File: config.mk
export PLATFORM = sky130hd
export DESIGN_NAME = fp_addsub_sched
export DESIGN_NICKNAME = d
export VERILOG_FILES = /design/src/rtl/fp_sched_pkg.sv /design/src/rtl/fp_rr_arbiter.sv /design/src/rtl/fp_addsub_sched.sv
export SDC_FILE = /design/constraint.sdc
export NUM_CORES = 1
export LEC_CHECK = 0
export CAP_MARGIN = 5
export CORE_AREA = 3 3 157 159
export DETAILED_ROUTE_END_ITERATION = 10
export DIE_AREA = 0 0 160 162
export GPL_ROUTABILITY_DRIVEN = 0
export MAX_ROUTING_LAYER = met4
export SLEW_MARGIN = 20
export SYNTH_ARGS = -nofsm -noshare
export SYNTH_HDL_FRONTEND = slang
export SYNTH_SLANG_ARGS = --single-unit
File: constraint.sdc
create_clock -name clk -period 3.2 [get_ports clk]
set_input_delay 0.64 -clock clk [delete_from_list [all_inputs] [get_ports clk]]
set_output_delay 0.64 -clock clk [all_outputs]
set_load 0.01 [all_outputs]
File: src/rtl/fp_sched_pkg.sv
// Shared types and constants for the fp_add_sub request scheduler.
package fp_sched_pkg;

  localparam int unsigned     FP_W        = 32;
  localparam logic [FP_W-1:0] FP_QNAN     = 32'h7FC0_0000;
  localparam int unsigned     FP_SIGN_BIT = 31;

  typedef enum logic [1:0] {
    IDLE    = 2'd0,
    ISSUE   = 2'd1,
    WAIT    = 2'd2,
    RECOVER = 2'd3
  } sched_state_e;

  typedef struct packed {
    logic [FP_W-1:0] a;
    logic [FP_W-1:0] b;
  } fp_operands_t;

  // Subtraction is issued to the unit as an add with B's sign flipped.
  function automatic logic [FP_W-1:0] fp_apply_op(input logic [FP_W-1:0] b,
                                                  input logic            sub);
    logic [FP_W-1:0] r;
    r              = b;
    r[FP_SIGN_BIT] = b[FP_SIGN_BIT] ^ sub;
    return r;
  endfunction

endpackage

File: src/rtl/fp_rr_arbiter.sv
// Combinational round-robin pick: first set request at or after the pointer, wrapping.
module fp_rr_arbiter #(
  parameter int unsigned N_REQ = 4,
  parameter int unsigned IDX_W = $clog2(N_REQ)
) (
  input  logic [N_REQ-1:0] req_i,
  input  logic [IDX_W-1:0] ptr_i,
  output logic [N_REQ-1:0] gnt_c,
  output logic [IDX_W-1:0] win_c
);

  int unsigned idx;
  logic        found;

  always_comb begin
    gnt_c = '0;
    win_c = '0;
    found = 1'b0;
    idx   = 0;
    for (int unsigned i = 0; i < N_REQ; i++) begin
      idx = (32'(ptr_i) + i) % N_REQ;
      if (!found && req_i[IDX_W'(idx)]) begin
        found                = 1'b1;
        gnt_c[IDX_W'(idx)]   = 1'b1;
        win_c                = IDX_W'(idx);
      end
    end
  end

endmodule

File: src/rtl/fp_addsub_sched.sv
// Round-robin scheduler sharing one fp_add_sub unit among N_REQ requesters.
// Optional WAIT-state timeout enabled by defining FP_SCHED_TIMEOUT_EN.
module fp_addsub_sched
  import fp_sched_pkg::*;
#(
  parameter int unsigned N_REQ          = 4,
  parameter int unsigned RST_CYCLES     = 1,
  parameter int unsigned TIMEOUT_CYCLES = 64
) (
  input  logic                  clk,
  input  logic                  reset,
  input  logic [N_REQ-1:0]      req,
  input  logic [N_REQ-1:0]      req_op,
  input  logic [FP_W*N_REQ-1:0] req_a,
  input  logic [FP_W*N_REQ-1:0] req_b,
  output logic [N_REQ-1:0]      gnt,
  output logic [N_REQ-1:0]      rsp_valid,
  output logic [FP_W-1:0]       rsp_result,
  output logic                  rsp_err,
  output logic                  busy,
  output logic [FP_W-1:0]       fp_a1,
  output logic [FP_W-1:0]       fp_a2,
  output logic                  fp_start,
  output logic                  fp_reset,
  input  logic [FP_W-1:0]       fp_result,
  input  logic                  fp_done
);

  localparam int unsigned IDX_W = $clog2(N_REQ);
  localparam int unsigned RST_W = (RST_CYCLES > 1) ? $clog2(RST_CYCLES) : 1;

  sched_state_e     state_q, state_d;
  logic [N_REQ-1:0] gnt_q, gnt_d, rsp_valid_q, rsp_valid_d;
  logic [FP_W-1:0]  rsp_result_q, rsp_result_d;
  fp_operands_t     opnd_q, opnd_d;
  logic             rsp_err_q, rsp_err_d, busy_q, busy_d;
  logic             fp_start_q, fp_start_d, fp_reset_q, fp_reset_d;
  logic [IDX_W-1:0] ptr_q, ptr_d, owner_q, owner_d;
  logic [RST_W-1:0] rst_cnt_q, rst_cnt_d;
  logic [N_REQ-1:0] arb_gnt;
  logic [IDX_W-1:0] arb_win;
  logic             timeout_c;

  fp_rr_arbiter #(.N_REQ(N_REQ), .IDX_W(IDX_W)) u_arb (
    .req_i (req),
    .ptr_i (ptr_q),
    .gnt_c (arb_gnt),
    .win_c (arb_win)
  );

`ifdef FP_SCHED_TIMEOUT_EN
  localparam int unsigned TO_W = $clog2(TIMEOUT_CYCLES + 1);
  logic [TO_W-1:0] to_cnt_q, to_cnt_d;

  // Counts only while waiting, so it is zero on every entry to WAIT.
  always_comb begin
    to_cnt_d = '0;
    if (state_q == WAIT) to_cnt_d = to_cnt_q + TO_W'(1);
  end

  assign timeout_c = (state_q == WAIT) && (to_cnt_q == TO_W'(TIMEOUT_CYCLES - 1));

  always_ff @(posedge clk or negedge reset) begin
    if (!reset) to_cnt_q <= '0;
    else        to_cnt_q <= to_cnt_d;
  end
`else
  assign timeout_c = 1'b0;
  if (TIMEOUT_CYCLES == 0) begin : g_timeout_unused
  end
`endif

  always_comb begin
    state_d      = state_q;
    gnt_d        = '0;
    rsp_valid_d  = '0;
    rsp_result_d = rsp_result_q;
    rsp_err_d    = 1'b0;
    opnd_d       = opnd_q;
    fp_start_d   = 1'b0;
    fp_reset_d   = fp_reset_q;
    ptr_d        = ptr_q;
    owner_d      = owner_q;
    rst_cnt_d    = rst_cnt_q;

    case (state_q)
      IDLE: begin
        if (|req) begin
          state_d    = ISSUE;
          gnt_d      = arb_gnt;
          fp_start_d = 1'b1;
          opnd_d.a   = req_a[arb_win*FP_W +: FP_W];
          opnd_d.b   = fp_apply_op(req_b[arb_win*FP_W +: FP_W], req_op[arb_win]);
          owner_d    = arb_win;
        end
      end
      ISSUE: state_d = WAIT;
      WAIT: begin
        if (fp_done || timeout_c) begin
          state_d              = RECOVER;
          rsp_valid_d[owner_q] = 1'b1;
          rsp_result_d         = fp_done ? fp_result : FP_QNAN;
          rsp_err_d            = timeout_c && !fp_done;
          fp_reset_d           = 1'b1;
          rst_cnt_d            = '0;
        end
      end
      RECOVER: begin
        // Pointer moves past the owner only once its operation has fully retired.
        if (rst_cnt_q == RST_W'(RST_CYCLES - 1)) begin
          state_d    = IDLE;
          fp_reset_d = 1'b0;
          ptr_d      = (owner_q == IDX_W'(N_REQ - 1)) ? '0 : owner_q + IDX_W'(1);
        end else begin
          rst_cnt_d  = rst_cnt_q + RST_W'(1);
        end
      end
      default: state_d = IDLE;
    endcase

    busy_d = (state_d != IDLE);
  end

  always_ff @(posedge clk or negedge reset) begin
    if (!reset) begin
      state_q      <= IDLE;
      gnt_q        <= '0;
      rsp_valid_q  <= '0;
      rsp_result_q <= '0;
      rsp_err_q    <= 1'b0;
      busy_q       <= 1'b0;
      opnd_q       <= '0;
      fp_start_q   <= 1'b0;
      fp_reset_q   <= 1'b0;
      ptr_q        <= '0;
      owner_q      <= '0;
      rst_cnt_q    <= '0;
    end else begin
      state_q      <= state_d;
      gnt_q        <= gnt_d;
      rsp_valid_q  <= rsp_valid_d;
      rsp_result_q <= rsp_result_d;
      rsp_err_q    <= rsp_err_d;
      busy_q       <= busy_d;
      opnd_q       <= opnd_d;
      fp_start_q   <= fp_start_d;
      fp_reset_q   <= fp_reset_d;
      ptr_q        <= ptr_d;
      owner_q      <= owner_d;
      rst_cnt_q    <= rst_cnt_d;
    end
  end

  assign gnt        = gnt_q;
  assign rsp_valid  = rsp_valid_q;
  assign rsp_result = rsp_result_q;
  assign rsp_err    = rsp_err_q;
  assign busy       = busy_q;
  assign fp_a1      = opnd_q.a;
  assign fp_a2      = opnd_q.b;
  assign fp_start   = fp_start_q;
  // Reset reaches the unit immediately so it clears even mid-operation.
  assign fp_reset   = fp_reset_q | !reset;

endmodule

==> results.tsv <==
metric	value	unit
status	completed	
layout.cells.most_common	clkdlybuf4s50_1	
firstDrtPassIters	4	
critPathSlowestCell	clkdlybuf4s50_1	
pre_cts_slack	-261	ps
clockBufferDepth	2	
cts_tree	built	
area_delta_synth_final	81.0	%
drt-total-wl	27300	µm
min_period_over_period	0.883	
ys_seq_area_frac	0.443	
dieArea	0.0259	mm²
r2r_start	ptr_q[1]	
path_cells	clkdlybuf4s50_1, buf_4, o21bai_1, a221oi_1, a221o_2, buf_4, buf_12, mux2i_1, o21ai_0, a221o_1	
worstMarginPinSlew	927	ps
timing.fmax	0.354	GHz
powerDensity	913	mW/mm²
die_y	162	µm
hold_path_class	in2async	
critPathArrivalTime	3130	ps
timing.rr.end	fp_a2[20]	
period_needed	2830	ps
setup_viol	0	
fin_area	0.0115	mm²
synth.area.top_cells	dfrtp_1 44%, mux2i_1 11%, mux2_2 5.8%	
ys_warn_count	0	
wl_met2	13900	µm
highest_layer	met4	
cts_sinks	113	
cp_data_required_time	3500	ps
synth_cells	588	
skew	12.7	ps
ant_nets	0	
rr_worst_depth	10	
crit_top_cell	buf_4	
clkSlewWorstSetupHoldPaths	60	ps
start_kind	input port	
synth.distinct_cells	53	
synth_fp_nets	902	
multi_input_area	0.00325	mm²
drive_gt1_frac	0.124	
core_area	0.0234	mm²
die_width	160	µm
dr_total_vias	6329	
path_class	in2reg	
grt_usage	0.210	
htree_levels	4	
num-fill-cells	2230	
grt_setup_unrepaired	false	
via_per_inst	4.73	
wl_per_cell	20.4	µm
dr.first_iter.drc_count	285	
cp-endpoint	fp_a2[20]	
drc	0	
critPathCaptureType	flip-flop	
synth_area	0.00638	mm²
maxCapViolations	0	
clk_latency	420	ps
num_rows	56	
synth-seq-cells	113	
cp.depth	10	
nNetsFinal	1317	
synth_top_area_cell	dfrtp_1	
grt_start_max_net_pins	68	
cp_max_fo	34	
antenna_found_initial	3	
p_leak	4.93	nW
cts_hold_buffers	0	
tns	0	ps
io_buffer_count	405	
startpoint	req[0]	
io_pins	407	
wl_met1	10700	µm
whs	484	ps
postCtsSetupBuffers	0	
synth_top_area_frac	0.443	
post_cts_resized	0	
root_buffer	clkbuf_16	
drv_slew	0	
hold_violations	0	
fin_ws	374	ps
vdd_drop_max	389	µV
avgSynthCellArea	10.8	µm²
layout_common_cells	404 x clkdlybuf4s50_1, 113 x dfrtp_1, 68 x mux2i_1	
globalRouteOverflowTotal	0	
synth_edf_count	0	
start_util	0.272	
synth_top_flop_cell	dfrtp_1	
slew_headroom	0.382	
async_flop_share	1.00	
grt_pass1_vias	6529	
seq_area	0.00283	mm²
met3RoutedLength	2150	µm
post-dp-hpwl	20700	µm
placed_area	0.0109	mm²
cpPeakStageDelay	640	ps
grt_first_pass_wirelength	40400	µm
cpLargestDelayFamily	buffers and inverters	
cts_buffers	17	
cp.buffers_inverters	4	
reg2reg_slack	390	ps
-- synth_stat cells, types with 4 or more instances --
cell type  instances
buf_1              4
buf_2             12
a211oi_2           7
a221o_1           36
nand2_1           44
a22oi_1            4
a211oi_1          48
ha_1              15
and3_1            31
buf_6              9
o21ai_0           39
mux2i_1           68
a221oi_1           5
inv_1              9
dfrtp_1          113
nor2_1            41
clkbuf_1          16
buf_4              5
mux2_2            33
-- sequential cells by signal (all words and copies together) (netlist names) --
register and flops:
ptr_q 2, rsp_result 32, rsp_valid 4, fp_start 1, fp_a1 32, owner_q 2
fp_a2 32, fp_reset_q 1, state_q 2, gnt 4, busy 1
-- routing by layer --
metal	vias up	global-route usage
li1	3036	-
met1	2990	0.242
met2	271	0.350
met3	32	0.0620
met4	0	0.0714
met5	-	-
-- final cells by class --
type | count | area share
Antenna cell | 3 | 0.000650
Timing Repair Buffer | 442 | 0.382
Clock inverter | 14 | 0.0156
Multi-Input combinational cell | 419 | 0.281
Tap cell | 319 | 0.0346
Inverter | 10 | 0.00325
Sequential cell | 113 | 0.245
Clock buffer | 18 | 0.0380
-- worst min path at each step --
stage | cells past startpoint | slack (ps) | endpoint | start
after global routing | 1 | 520 | rsp_result[31] | rsp_result[31]
after floorplan | 0 | 340 | busy | reset
after detailed placement | 2 | 480 | fp_a1[30] | fp_a1[30]
after global placement | 2 | 470 | fp_a1[30] | fp_a1[30]
after CTS | 2 | 500 | fp_a1[30] | fp_a1[30]
final | 2 | 480 | fp_a1[5] | reset
-- logic make-up after synthesis --
kind of cell	after synthesis	synth area share
compound gates	157	0.189
simple gates	137	0.106
flops	113	0.443
mux	104	0.176
buf+inv	57	0.0496
fa+ha+maj	15	0.0294
xor+xnor	4	0.00550
other cells	1	0.000588
-- power breakdown --
part	switching [mW]	total [mW]	internal [mW]
combinational	2.84	6.04	3.20
sequential	0.359	2.50	2.14
clock	0.749	2.01	1.26
total	3.95	10.5	6.59
-- stage by stage --
stage / total power [mW] / cells / utilization
floorplan: 5.80 / 588 / -
detailed placement: 8.63 / 1302 / 0.466
CTS: 10.7 / 1334 / 0.492
global placement: 8.56 / 1302 / 0.466
finish: 10.5 / 1338 / 0.493
global route: 11.3 / 1338 / 0.493
No activity file was read; power rests on OpenSTA's default activity.
